File: src/rtl/traffic_pkg.sv
// Shared types and light encodings for the
// traffic phase sequencer.
package traffic_pkg;

  typedef enum logic [2:0] {
    MAIN_GRN = 3'd0,
    MAIN_YEL = 3'd1,
    RED1     = 3'd2,
    SIDE_GRN = 3'd3,
    SIDE_YEL = 3'd4,
    RED2     = 3'd5,
    WALK     = 3'd6
  } phase_e;

  localparam logic [2:0] LIGHT_RED = 3'b100;
  localparam logic [2:0] LIGHT_YEL = 3'b010;
  localparam logic [2:0] LIGHT_GRN = 3'b001;

  function automatic logic [2:0] main_of(
    input phase_e p
  );
    unique case (p)
      MAIN_GRN: main_of = LIGHT_GRN;
      MAIN_YEL: main_of = LIGHT_YEL;
      default:  main_of = LIGHT_RED;
    endcase
  endfunction

  function automatic logic [2:0] side_of(
    input phase_e p
  );
    unique case (p)
      SIDE_GRN: side_of = LIGHT_GRN;
      SIDE_YEL: side_of = LIGHT_YEL;
      default:  side_of = LIGHT_RED;
    endcase
  endfunction

endpackage

File: src/rtl/traffic_phase_seq_timer.sv
// In-phase tick counter; done flags the
// terminal tick of the current duration.
module phase_timer #(
  parameter int CNT_W = 6
) (
  input  logic             clk,
  input  logic             rst,
  input  logic             tick,
  input  logic             clear,
  input  logic [CNT_W-1:0] dur,
  output logic             done
);

  localparam logic [CNT_W-1:0] ONE = CNT_W'(1);

  logic [CNT_W-1:0] cnt;

  assign done = tick && (cnt == dur - ONE);

  // count ticks, restart at each phase change
  always_ff @(posedge clk or posedge rst) begin
    if (rst) begin
      cnt <= '0;
    end else if (clear) begin
      cnt <= '0;
    end else if (tick) begin
      cnt <= cnt + ONE;
    end
  end

endmodule

File: src/rtl/traffic_phase_seq.sv
// Two-approach traffic phase sequencer with
// pedestrian walk phase and change pulse.
module traffic_phase_seq
  import traffic_pkg::*;
#(
  parameter int CNT_W        = 6,
  parameter int MAIN_GREEN_T = 11,
  parameter int SIDE_GREEN_T = 11,
  parameter int YELLOW_T     = 2,
  parameter int ALL_RED_T    = 2,
  parameter int WALK_T       = 10
) (
  input  logic       clk,
  input  logic       rst,
  input  logic       tick,
  input  logic       ped_req,
  output logic [2:0] main_light,
  output logic [2:0] side_light,
  output logic       walk,
  output logic       ped_pending,
  output logic [2:0] phase,
  output logic       enable
);

  localparam int MAXD = (1 << CNT_W) - 1;

  localparam bit DUR_OK =
    MAIN_GREEN_T >= 1 && MAIN_GREEN_T <= MAXD &&
    SIDE_GREEN_T >= 1 && SIDE_GREEN_T <= MAXD &&
    YELLOW_T     >= 1 && YELLOW_T     <= MAXD &&
    ALL_RED_T    >= 1 && ALL_RED_T    <= MAXD &&
    WALK_T       >= 1 && WALK_T       <= MAXD;

  if (!DUR_OK) begin : g_bad_dur
    $error("phase duration outside 1..2^CNT_W-1");
  end

  localparam logic [CNT_W-1:0] D_MG = CNT_W'(MAIN_GREEN_T);
  localparam logic [CNT_W-1:0] D_SG = CNT_W'(SIDE_GREEN_T);
  localparam logic [CNT_W-1:0] D_Y  = CNT_W'(YELLOW_T);
  localparam logic [CNT_W-1:0] D_R  = CNT_W'(ALL_RED_T);
  localparam logic [CNT_W-1:0] D_W  = CNT_W'(WALK_T);

  phase_e           phase_q, phase_d;
  logic [CNT_W-1:0] dur;
  logic             done;
  logic             pend_d;
  logic             en_d;

  phase_timer #(.CNT_W(CNT_W)) u_timer (
    .clk   (clk),
    .rst   (rst),
    .tick  (tick),
    .clear (done),
    .dur   (dur),
    .done  (done)
  );

  // duration of the phase being timed
  always_comb begin
    dur = D_MG;
    unique case (phase_q)
      MAIN_GRN: dur = D_MG;
      MAIN_YEL: dur = D_Y;
      RED1:     dur = D_R;
      SIDE_GRN: dur = D_SG;
      SIDE_YEL: dur = D_Y;
      RED2:     dur = D_R;
      WALK:     dur = D_W;
      default:  dur = D_MG;
    endcase
  end

  // next phase, pedestrian latch and change pulse
  always_comb begin
    phase_d = phase_q;
    if (done) begin
      unique case (phase_q)
        MAIN_GRN: phase_d = MAIN_YEL;
        MAIN_YEL: phase_d = RED1;
        RED1:     phase_d = SIDE_GRN;
        SIDE_GRN: phase_d = SIDE_YEL;
        SIDE_YEL: phase_d = RED2;
        RED2:     phase_d = ped_pending ? WALK : MAIN_GRN;
        WALK:     phase_d = MAIN_GRN;
        default:  phase_d = MAIN_GRN;
      endcase
    end
    pend_d = ped_pending;
    if (phase_d == WALK && phase_q != WALK) begin
      pend_d = 1'b0;
    end else if (ped_req && phase_q != WALK) begin
      pend_d = 1'b1;
    end
    en_d = (phase_d != phase_q);
  end

  // state and registered outputs
  always_ff @(posedge clk or posedge rst) begin
    if (rst) begin
      phase_q     <= MAIN_GRN;
      main_light  <= LIGHT_GRN;
      side_light  <= LIGHT_RED;
      walk        <= 1'b0;
      ped_pending <= 1'b0;
      enable      <= 1'b0;
    end else begin
      phase_q     <= phase_d;
      main_light  <= main_of(phase_d);
      side_light  <= side_of(phase_d);
      walk        <= (phase_d == WALK);
      ped_pending <= pend_d;
      enable      <= en_d;
    end
  end

  assign phase = phase_q;

endmodule

File: config.mk
export PLATFORM = sky130hd
export DESIGN_NAME = traffic_phase_seq
export DESIGN_NICKNAME = d
export VERILOG_FILES = /design/src/rtl/traffic_pkg.sv /design/src/rtl/traffic_phase_seq_timer.sv /design/src/rtl/traffic_phase_seq.sv
export SDC_FILE = /design/constraint.sdc
export NUM_CORES = 1
export LEC_CHECK = 0
export CORE_ASPECT_RATIO = 0.8
export CORE_MARGIN = 5
export CORE_UTILIZATION = 30
export DETAILED_ROUTE_END_ITERATION = 10
export PLACE_DENSITY_LB_ADDON = 0.08
export SKIP_CTS_REPAIR_TIMING = 1
export SLEW_MARGIN = 30
export SYNTH_ARGS = -nofsm -noshare
export SYNTH_HDL_FRONTEND = slang
export SYNTH_SLANG_ARGS = --single-unit
File: constraint.sdc
create_clock -name clk -period 3.2 [get_ports clk]
set_clock_uncertainty 0.2 [all_clocks]
set_input_delay 0.8 -clock clk [delete_from_list [all_inputs] [get_ports clk]]
set_output_delay 0.8 -clock clk [all_outputs]
set_load 0.02 [all_outputs]
### Yosys cells after proc, flatten, opt, wreduce, memory -nomap -nowiden

Index checks and enable logic that the tools add are counted.

* register bits after elaboration: 18
* bits in latches: 0
* memory bits (writable): 0
* memory bits (read-only): 0
* bits of input ports: 4
* output and inout bits: 12
* word-level logic and storage cells: 40
* memories: 0

* add/subtract/negate cells: 2
* $mul: 0
* divide/modulo/power cells: 0
* order comparisons: 0
* equal/unequal tests: 13
* shift-type cells: 0
* multiplexer cells: 10
* bitwise operators: 0
* reduce and logical (&&, ||, !) cells: 8

Operator list (count)
* $pmux 3 s6: 1
* $eq 3x3->1 const B: 5
* $mux 6: 2
* $pmux 3 s2: 2
* $eq 3x2->1 const B: 3
* $pmux 4 s2: 1
* $add 6x1->6 const B: 1
* $eq 3x1->1 const B: 2
* $eq 6x6->1: 1
* $logic_not 3->1: 2
* $mux 3: 2
* $sub 4x1->5 const B: 1
* $reduce_bool 2->1: 2
* $reduce_or 4->1: 1
* $logic_and 1x1->1: 3
* $ne 3x3->1: 1
* $ne 3x3->1 const B: 1
* $mux 1: 2

### Longest topological paths before layout

Gate-level depths: netlist of the first run.

* depth after elaboration: 10
* depth in mapped cells: 5
* depth with buffers taken out: 4

### By module

From an unflattened synthesis of the first run, not the netlist that was laid out.

* cells, all modules: 99
* area, all modules: 997.2 um^2

By module, submodules not included
* traffic_phase_seq: instances 1, cells each 54, area an instance 575.6 um^2, seq. area each 302.8 um^2
* phase_timer: instances 1, cells each 45, area an instance 421.7 um^2, seq. area each 150.1 um^2

### Worst setup path after synthesis of the first run

Ideal clock, no wire load.

* kind: input -> register
* start point: input tick
* end point: register phase_q[0], in the netlist phase[0]
* library setup time: 0.125 ns
* arrival: 2.140 ns
* data required time: 2.875 ns
* setup slack: 0.735 ns
* stages: 4
* path buffers: 1
* path through: or4b_1 clkbuf_1 a211oi_4 mux2_4

* longest elaborated chain between the ends: 2

Ends and longest elaborated chain
* start: declaration: RTL line traffic_phase_seq.sv:15 `input logic tick,`
* $logic_and 1x1->1: RTL line traffic_phase_seq_timer.sv:18 `assign done = tick && (cnt == dur - ONE);`
* $mux 3: RTL line traffic_phase_seq.sv:77 `if (done) begin`
* named net phase_d[0]: RTL line traffic_phase_seq.sv:44 `phase_e phase_q, phase_d;`
* end signal: assignment: RTL line traffic_phase_seq.sv:108 `phase_q <= phase_d;`
* end: declaration: RTL line traffic_phase_seq.sv:44

The timed path passes the listed nets, and every way through them passes these cells.
A chain may end at the register's enable or synchronous reset.

### Final worst setup path of the first run

* start point: input tick
* end point: register ped_pending

* longest elaborated chain between the ends: 5
* elaborated cells on any way between the ends: 6
* those cells by class: 1 x eq/ne; 2 x mux; 3 x reduce/logical

Ends and longest elaborated chain
* $logic_and 1x1->1 *: RTL line traffic_phase_seq_timer.sv:18
* $mux 3 *: RTL line traffic_phase_seq.sv:77
* $eq 3x3->1 *: RTL line traffic_phase_seq.sv:90 `if (phase_d == WALK && phase_q != WALK) begin`
* $logic_and 1x1->1 *: RTL line traffic_phase_seq.sv:90
* $mux 1 or $reduce_bool 2->1 (tied branches)
* end signal: assignment: RTL line traffic_phase_seq.sv:112 `ped_pending <= pend_d;`
* end: declaration: RTL line traffic_phase_seq.sv:20 `output logic ped_pending,`

Every way passes the cells marked *; elsewhere a longest branch is shown, timed or not.

==> results of run 1 <==
metal layers:
layer / share of wire [%] / global-route usage [%]
met1: 52 / 14.42
met2: 41 / 14.91
met3: 5.2 / 4.034
met4: 0.86 / 2.632
met5: 0 / 0
flip-flops by register name, indices dropped and copies added (netlist names):
signal	count
side_light	3
enable	1
ped_pending	1
u_timer.cnt	6
main_light	3
phase	3
walk	1
cell usage after synthesis:
cell type	number	area share, %
inv_1	6	2.4
or3b_2	1	0.93
nor2_1	8	3.2
nor2b_1	3	2.0
or4b_1	1	1.1
nand2b_1	3	2.0
or3_4	1	1.2
ha_1	1	1.3
o22ai_1	2	1.3
a211oi_4	1	2.1
o41ai_1	1	0.93
a21oi_1	4	2.1
buf_2	1	0.53
buf_6	1	1.2
a211o_1	1	0.93
mux2_4	1	1.6
a22oi_1	1	0.79
dfrtp_1	16	42
o32ai_1	1	0.93
xor2_1	5	4.6
o21a_1	1	0.79
xnor2_1	1	0.93
nand3_1	1	0.53
a2111oi_4	1	2.9
nand2_1	9	3.6
dfstp_2	2	5.6
clkbuf_1	2	0.79
o31ai_1	2	1.6
a2111o_1	1	1.2
nand3b_1	1	0.79
o21ai_0	2	1.1
nor3_1	1	0.53
mux2i_1	4	4.2
nand4_1	3	2.0
through the flow:
stage | utilization, % | setup WS [ns] | power (W) | cell area [sq um] | hold WS, ns
6_report | 38.44 | 0.5118 | 0.001043 | 1177 | 0.2745
3_3_place_gp | 37.09 | 0.2549 | 0.0008983 | 1136 | 0.2638
5_1_grt | 38.44 | 0.3570 | 0.001122 | 1177 | 0.2917
2_1_floorplan | - | 0.7346 | 0.0007354 | 944.7 | 0.2373
4_1_cts | 38.44 | 0.5028 | 0.001055 | 1177 | 0.2741
3_5_place_dp | 37.09 | 0.2408 | 0.0008954 | 1136 | 0.2623
layout by cell type, fill, tap and decap left out, types with 3 or more instances in the layout:
| master | synthesis | layout |
|---|---|---|
| a21oi_1 | 4 | 4 |
| clkdlybuf4s50_1 | 0 | 15 |
| xor2_1 | 5 | 5 |
| clkbuf_8 | 0 | 3 |
| nor2b_1 | 3 | 3 |
| inv_1 | 6 | 6 |
| nand4_1 | 3 | 3 |
| dfrtp_1 | 16 | 16 |
| nand2_1 | 9 | 9 |
| mux2i_1 | 4 | 4 |
| nor2_1 | 8 | 8 |
| nand2b_1 | 3 | 3 |
cell type report:
| class | instances | area share (%) |
|---|---|---|
| timing repair buffer | 17 | 14.03 |
| inverter | 6 | 1.913 |
| sequential | 18 | 38.47 |
| multi-input combinational | 62 | 37.83 |
| tap | 40 | 4.251 |
| clock buffer | 3 | 3.507 |
cell families after synthesis:
| kind of cell | after synthesis |
|---|---|
| DFF | 18 |
| buffers and inverters | 10 |
| adders and majority gates | 1 |
| xor gates and xnor gates | 6 |
| AOI/OAI and AO/OA | 18 |
| and+or+nand+nor | 32 |
| muxes | 5 |
report_power, final:
group	total (W)	switching, W	leakage [nW]	internal, W
clock network	0.000154	0.0000705	0.0216	0.0000835
registers	0.000415	0.000106	0.216	0.000309
logic	0.000474	0.000263	0.239	0.000211
total	0.00104	0.000440	0.477	0.000603
worst paths after layout:
| kind | startpoint | to | slack [ns] |
|---|---|---|---|
| hold reg to reg | u_timer.cnt[5] | u_timer.cnt[5] | 0.27 |
| min in group asynchronous | rst | main_light[2] | 0.77 |
| setup reg to reg | phase[0] | phase[0] | 0.81 |
| hold / removal | u_timer.cnt[5] | u_timer.cnt[5] | 0.27 |
| setup / recovery | tick | ped_pending | 0.51 |
| max in group asynchronous | rst | u_timer.cnt[2] | 1.60 |
==> results by group, run 1 <==
CTS
  – CTS tree: built
  – Clock Sinks: 18
  – Worst-path clk slew: 0.07 ns
  – Clk buf depth: 2
  – # H-tree levels: 1
  – Clock Latency Late Sink: 0.25 ns
  – CTS buffer count: 3
  – Root Driver: clkbuf_8

Floorplan
  – Die area: roughly 4400 sq um
  – Core Region: slightly above 3000 sq um
  – # IOs: 16
  – Cell Rows: 18
  – Die Y: between 60 and 70 um
  – Die width: 72.74 um
  – Initial core utilization: a little under a third

Cells and area
  – Non-filler instance count after layout: 146
  – Register area: approximately 450 sq um
  – Nets@finish: between 100 and 150
  – ANT cells: 0
  – Area delta synth->final: 24.64%
  – Share of cells above drive strength 1: between 10% and 20%
  – Fill count: between 300 and 400
  – Area of the multi-input gates: between 400 and 500 sq um

Drt
  – Routed WL per cell: 13.62 um
  – DR vias/cell: between 4 and 5
  – Drt drc: 0
  – Via count: between 600 and 700
  – Drt total wl: 1988 um
  – Drt pass-1 iters: 4
  – Detail Route Antenna Nets: 0
  – DR iter-0 viols: 28

Global routing
  – Grt ovf: 0
  – First-pass GRT wire length: roughly 3400 um
  – Largest net degree at the start of global routing: 19
  – Vias in the first global route: 705
  – GRT Total Usage: between 10% and 20%
  – Initial antenna violation count: 0

Synthesis
  – Seq/Total Area, Yosys: a little under half
  – Yosys reg bits: 18
  – Multiplexer share of the synthesized area: under 10%
  – Unique masters post-synth: 34
  – Simple-gate share of the synthesized area: ~18%
  – Post-Synth Adder-Cell Area: under 10%
  – Largest family of logic cells by synthesized area: simple AND/OR/NAND/NOR gates
  – Post-Synth XOR/XNOR Area: 5.563%
  – Mean Syn Cell Area: about 10 sq um
  – Post-Syn Area: 944.7 sq um
  – Syn Nets: 95
  – YS warnings: 0
  – Synth Instances: 90
  – Synth Area in Compound Gates: between 10% and 20%

Pwr
  – Leakage Power: approximately 0.48 nW
  – Cell Pwr Density: around 890 nW/um^2
  – Peak VDD IR: 392.2 uV

Placement
  – I/O Buffers: 15
  – Placed cells: 143
  – GPL Wtd Cong: 0.8182
  – Detailed Place HPWL: 1459 um

Critical path
  – Worst Setup Start Kind: input pin
  – Worst-path maximum fanout: 5
  – Worst-case reg-to-reg path depth: 4
  – CP Capture Type: flip-flop
  – Setup CP Type: input pin to flip-flop
  – Slowest CP cell: or4b_1
  – CP Depth: 5
  – Critical path cell sequence: clkdlybuf4s50_1 -> or4b_1 -> a2111oi_4 -> nand4_1 -> nor2b_1
  – Cell family with the largest share of critical-path delay: simple AND/OR/NAND/NOR gates
  – WP buf/inv: 1
  – Crit path arrival time: between 2 and 3 ns
  – Req. time, crit path: around 3.1 ns
  – Worst path max stage delay: ~0.61 ns

Run
  – Max_cap viols: 0

Timing
  – Tmin final: about 2.7 ns
  – Slew Limit Fails: 0
  – Slew margin rel.: a little over half
  – Final period util: about 84%
  – Setup TNS after final layout: 0 ns
  – Achievable Freq: approximately 370 MHz
  – Worst-margin pin slew: 0.6885 ns
  – RSZ-0062 raised after global routing: false
  – Final Hold Fails: 0
  – Setup Viol. Count Final: 0

Run status
  – Status: finished clean

Min path
  – Min-Delay Path Class: flip-flop to flip-flop
  – Worst hold stages: 1
Power figures use the tool's default switching activity.
==> inputs of run 2 (changes only) <==
Clock period 3.2 ns to 2.2 ns, I/O delays scaled along.
==> run 2 against run 1 <==
  * Combinational power increased by 97%
  * Count of clock-buffer cells in the layout rose by 1
  * Sequential power increased by 31%
  * First-iteration DRC count decreased by 36%
  * Wire length rose by 7.8%
  * Cell area increased by 12%
  * Critical path depth is 3 lower
  * Highest routed layer unchanged
  * Non-clock buffer count up 14
  * Die area unchanged
==> results by group, run 2 (synthesized netlist as in run 1, its figures left out) <==
Run status
  – Status: finished clean

Timing
  – Slew Limit Fails: 0 (unchanged)
  – Setup Viol. Count Final: 0 (unchanged)
  – Worst-margin pin slew: 0.3882 ns (-0.3003 ns)
  – Tmin final: 2.151 ns
  – RSZ-0062 raised after global routing: false
  – Setup TNS after final layout: 0 ns (unchanged)
  – Final Hold Fails: 0 (unchanged)
  – Final period util: between 90% and 100%
  – Achievable Freq: ~460 MHz
  – Slew margin rel.: 74.12% (+20 points)

Global routing
  – Grt ovf: 0 (unchanged)
  – Vias in the first global route: 766 (+8.7%)
  – Largest net degree at the start of global routing: 19 (unchanged)
  – Initial antenna violation count: 0 (unchanged)
  – GRT Total Usage: 11.17% (+0.83 points)
  – First-pass GRT wire length: 3712 um (+10%)

Cells and area
  – Fill count: 315 (-1.6%)
  – Area delta synth->final: 39.21%
  – Non-filler instance count after layout: 161 (+10%)
  – ANT cells: 0 (unchanged)
  – Most frequent cells in the layout: buf_4, dfrtp_1, clkdlybuf4s50_1
  – Largest reg by FF count: u_timer.cnt
  – Max reg flops: 6 (unchanged)
  – Share of cells above drive strength 1: 25.62% (+14 points)
  – Final Cell Area: 1315 sq um (+12%)
  – Util after Layout: 42.93% (+4.5 points)
  – Commonest non-fill, non-tap cell in the layout: buf_4
  – Nets@finish: 127 (+12%)

Placement
  – Detailed Place HPWL: 1594 um (+9.2%)
  – I/O Buffers: 15 (unchanged)
  – Area after DPL: 1235 sq um (+8.7%)
  – GPL Wtd Cong: 0.7827 (-4.3%)
  – Placed cells: 156 (+9.1%)

Critical path
  – CP Capture Type: output port
  – Cell family with the largest share of critical-path delay: buffers and inverters
  – Req. time, crit path: 1.45 ns (-1.69 ns)
  – Slowest CP cell: clkdlybuf4s50_1
  – Worst-path maximum fanout: 11 (+6)
  – Worst path max stage delay: 0.62 ns (about the same)
  – Worst Setup Start Kind: flip-flop
  – Setup CP Type: flip-flop to output port
  – Crit path arrival time: 1.40 ns (-1.22 ns)
  – Critical path cell sequence: buf_4 -> clkdlybuf4s50_1
  – WP buf/inv: 2 (+1)

Pwr
  – Switching Fraction: 39.26% (-2.9 points)
  – Seq pwr share: 31.1% (-8.7 points)
  – Leakage Power: 0.5762 nW (+21%)
  – Pint: 0.001059 W (+75%)
  – Logic gate share of total power: 53.6% (+8.1 points)
  – Switch Pwr: 0.0006842 W (+56%)
  – Cell Pwr Density: 1325 nW/um^2 (+50%)
  – Power Total: 0.001743 W (+67%)
  – Peak VDD IR: 736.7 uV (+88%)
  – Clk network pwr share: 15.4% (+0.6 points)

CTS
  – CTS tree: built
  – Clk buf depth: 2 (unchanged)
  – CTS buffer count: 3 (unchanged)
  – Worst-path clk slew: 0.07 ns (about the same)
  – Clock Sinks: 18 (unchanged)
  – Root Driver: clkbuf_8
  – Clock Latency Late Sink: 0.25 ns (about the same)
  – # H-tree levels: 1 (unchanged)

Floorplan
  – Core Region: 3063 sq um (unchanged)
  – # IOs: 16 (unchanged)
  – Die area: 4378 sq um (unchanged)
  – Die Y: 60.19 um (unchanged)
  – Die width: 72.74 um (unchanged)
  – Initial core utilization: 30.84% (unchanged)
  – Cell Rows: 18 (unchanged)

Min path
  – Min-Delay Path Class: flip-flop to flip-flop

Drt
  – DR vias/cell: 4.683 (-0.33%)
  – Met3 WL: 103 um (-0.96%)
  – Drt total wl: 2144 um (+7.8%)
  – Via count: 754 (+9.9%)
  – Drt pass-1 iters: 4 (unchanged)
  – DR iter-0 viols: 18 (-36%)
  – Top Layer Used: met4
  – Detail Route Antenna Nets: 0 (unchanged)
  – Wl on met1: 1108 um (+6.3%)
  – Met2 routed WL: 914 um (+11%)
  – Drt drc: 0 (unchanged)
  – Routed WL per cell: 13.32 um (-2.2%)

Run
  – Max_cap viols: 0 (unchanged)
## run 2: through the flow
step | hold WS (ns) | setup WS [ns]
3_5_place_dp | 0.2716 | -0.5101
2_1_floorplan | 0.2373 | -0.06957
4_1_cts | 0.2847 | -0.2270
5_1_grt | 0.3038 | 0.001620
3_3_place_gp | 0.2666 | -0.4671
6_report | 0.2904 | 0.04908
## run 2: final cells by class
| class | count | area, sq um | share of cell area, % |
|---|---|---|---|
| timing repair buffer | 31 | 275.3 | 20.93 |
| multi-input combinational | 62 | 456.7 | 34.73 |
| clock buffer | 4 | 55.05 | 4.186 |
| inverter | 6 | 22.52 | 1.713 |
| tap | 40 | 50.05 | 3.806 |
| sequential | 18 | 455.4 | 34.63 |
## run 2: power groups by stage
stage                     logic (W)  registers [W]  clock network (W)
after global routing        0.00102       0.000562           0.000299
final                      0.000933       0.000542           0.000268
after global placement     0.000916       0.000544                  0
after floorplan            0.000453       0.000618                  0
after CTS                  0.000921       0.000539           0.000281
after detailed placement   0.000916       0.000544                  0
## run 2: routing by layer
layer,vias up,track usage (%)
met3,2,4.034
met1,364,15.78
met2,13,16.20
met5,-,0
li1,375,-
met4,0,2.632
## run 2: final timing paths
path / startpoint / endpoint / slack (ns) / cells after the start
setup / recovery: phase[0] / phase[0] / 0.05 / 2
hold / removal: u_timer.cnt[5] / u_timer.cnt[5] / 0.29 / 1
setup reg to reg: phase[1] / main_light[1] / 0.06 / 5
hold reg to reg: u_timer.cnt[5] / u_timer.cnt[5] / 0.29 / 1
max in group asynchronous: rst / side_light[2] / 1.11 / 3
min in group asynchronous: rst / enable / 0.43 / 3
==> inputs of run 3 (changes only) <==
Settings changed: REMOVE_ABC_BUFFERS set to 1.
==> run 3 against run 2 <==
  * Via count down 3.4%
  * Die area unchanged
  * Non-clock buffer count down 6
  * Clock power up 1%
  * Final cell count down 3.7%
  * Worst setup slack better by 0.017 ns
  * Utilization down 1.0 points
  * Global-route usage down 0.26 points
  * Cell area down 2.4%
  * Critical path type unchanged
==> results by group, run 3 (synthesized netlist as in run 1, its figures left out) <==
Timing
  – Final Hold Fails: 0 (unchanged)
  – Slew margin rel.: 71.63% (-2.5 points)
  – RSZ-0062 raised after global routing: true
  – Slew Limit Fails: 0 (unchanged)
  – Achievable Freq: 468.7 MHz (+0.81%)
  – Setup Viol. Count Final: 0 (unchanged)
  – Tmin final: 2.134 ns (-0.01733 ns)
  – Final period util: 96.98% (-0.79 points)
  – Worst-margin pin slew: 0.4255 ns (+0.03731 ns)
  – WHS: 0.2799 ns (-0.01052 ns)

CTS
  – Worst-path clk slew: 0.07 ns (about the same)
  – Root Driver: clkbuf_8
  – Clock Latency Late Sink: 0.25 ns (about the same)
  – CTS tree: built
  – # H-tree levels: 1 (unchanged)
  – CTS buffer count: 3 (unchanged)
  – Clock Sinks: 18 (unchanged)
  – Clk buf depth: 2 (unchanged)

Floorplan
  – # IOs: 16 (unchanged)
  – Die width: 72.74 um (unchanged)
  – Die Y: 60.19 um (unchanged)
  – Cell Rows: 18 (unchanged)
  – Core Region: 3063 sq um (unchanged)
  – Die area: 4378 sq um (unchanged)
  – Initial core utilization: 30.84% (unchanged)

Global routing
  – Met2 GRT Util: 15.04% (-1.2 points)
  – Grt ovf: 0 (unchanged)
  – GRT Total Usage: 10.91% (-0.26 points)
  – Busiest grt layer: met1
  – Largest net degree at the start of global routing: 19 (unchanged)
  – First-pass GRT wire length: 3581 um (-3.5%)
  – GR Util met3: 4.202% (+0.17 points)
  – Initial antenna violation count: 0 (unchanged)
  – M1 GR Usage: 15.63% (-0.15 points)
  – Vias in the first global route: 711 (-7.2%)

Pwr
  – Cell Pwr Density: 1309 nW/um^2 (-1.3%)
  – Leakage Power: 0.5600 nW (-2.8%)
  – Peak VDD IR: 552.3 uV (-25%)

Cells and area
  – Non-filler instance count after layout: 155 (-3.7%)
  – Share of cells above drive strength 1: 20.87% (-4.8 points)
  – Nets@finish: 121 (-4.7%)
  – Commonest non-fill, non-tap cell in the layout: dfrtp_1
  – Most frequent cells in the layout: dfrtp_1, clkdlybuf4s50_1, nand2_1, buf_4, nor2_1
  – Max reg flops: 6 (unchanged)
  – ANT cells: 0 (unchanged)
  – Area delta synth->final: 35.89%
  – Util after Layout: 41.91% (-1.0 points)
  – Largest reg by FF count: u_timer.cnt

Drt
  – Drt total wl: 2092 um (-2.4%)
  – Drt drc: 0 (unchanged)
  – Via count: 728 (-3.4%)
  – Routed WL per cell: 13.50 um (+1.4%)
  – DR iter-0 viols: 17 (-1)
  – Detail Route Antenna Nets: 0 (unchanged)
  – Drt pass-1 iters: 4 (unchanged)
  – DR vias/cell: 4.697 (+0.29%)

Critical path
  – Worst Setup Start Kind: flip-flop
  – Worst-path maximum fanout: 9 (-2)
  – CP Capture Type: output port
  – Crit path arrival time: 1.38 ns (-0.02 ns)
  – Setup CP Type: flip-flop to output port
  – Req. time, crit path: 1.45 ns (about the same)

Run status
  – Status: finished clean

Min path
  – Min-Delay Path Class: flip-flop to flip-flop

Placement
  – I/O Buffers: 15 (unchanged)
  – Placed cells: 151 (-3.2%)
  – Detailed Place HPWL: 1497 um (-6.1%)
  – GPL Wtd Cong: 0.7985 (+2.0%)

Run
  – Max_cap viols: 0 (unchanged)
-- run 3: cell count changes in the layout (fill, tap and decap cells not counted), sizes merged --
| cell | previous run | this run |
|---|---|---|
| buf | 16 | 10 |
| clkdlybuf4s50 | 13 | 12 |
| dlymetal6s2s | 2 | 3 |
-- run 3: worst paths after layout --
| path | from | to | slack (ns) | cells after the start |
|---|---|---|---|---|
| hold reg to reg | u_timer.cnt[5] | u_timer.cnt[5] | 0.28 | 1 |
| min in group asynchronous | rst | u_timer.cnt[3] | 0.41 | 3 |
| hold / removal | u_timer.cnt[5] | u_timer.cnt[5] | 0.28 | 1 |
| setup / recovery | phase[2] | phase[2] | 0.07 | 2 |
| max in group asynchronous | rst | side_light[2] | 1.12 | 3 |
| setup reg to reg | u_timer.cnt[5] | ped_pending | 0.07 | 4 |
-- run 3: critical path: stages (launching register included) --
cell and delay (ns):
dfrtp_1 0.35, buf_4 0.16, clkdlybuf4s50_1 0.61
-- run 3: final cells by class --
type	count	area, sq um
fill	311	1779
clock buffer	4	55.05
multi-input combinational	62	466.7
inverter	6	22.52
tap	40	50.05
sequential	18	452.9
timing repair buffer	25	236.5
-- run 3: layer usage --
layer	share of wire, %	wire length, um
met1	53	1104
met2	41	859
met3	5.4	112
met4	0.76	16
met5	0	0
-- run 3: stage by stage --
stage | total power (W) | setup WS [ns] | cell area (sq um) | TNS [ns]
after floorplan | 0.001045 | -0.1840 | 920.9 | -0.2710
after global placement | 0.001383 | -0.4729 | 1196 | -6.214
after detailed placement | 0.001378 | -0.5122 | 1196 | -6.443
after CTS | 0.001667 | -0.2439 | 1251 | -2.181
after global routing | 0.001806 | -0.02991 | 1284 | -0.02991
final | 0.001680 | 0.06640 | 1284 | 0
-- run 3: power breakdown --
part / leakage (nW) / switching, W / internal [W]
sequential: 0.216 / 0.0000762 / 0.000450
clock: 0.0288 / 0.000113 / 0.000159
combinational: 0.315 / 0.000490 / 0.000391
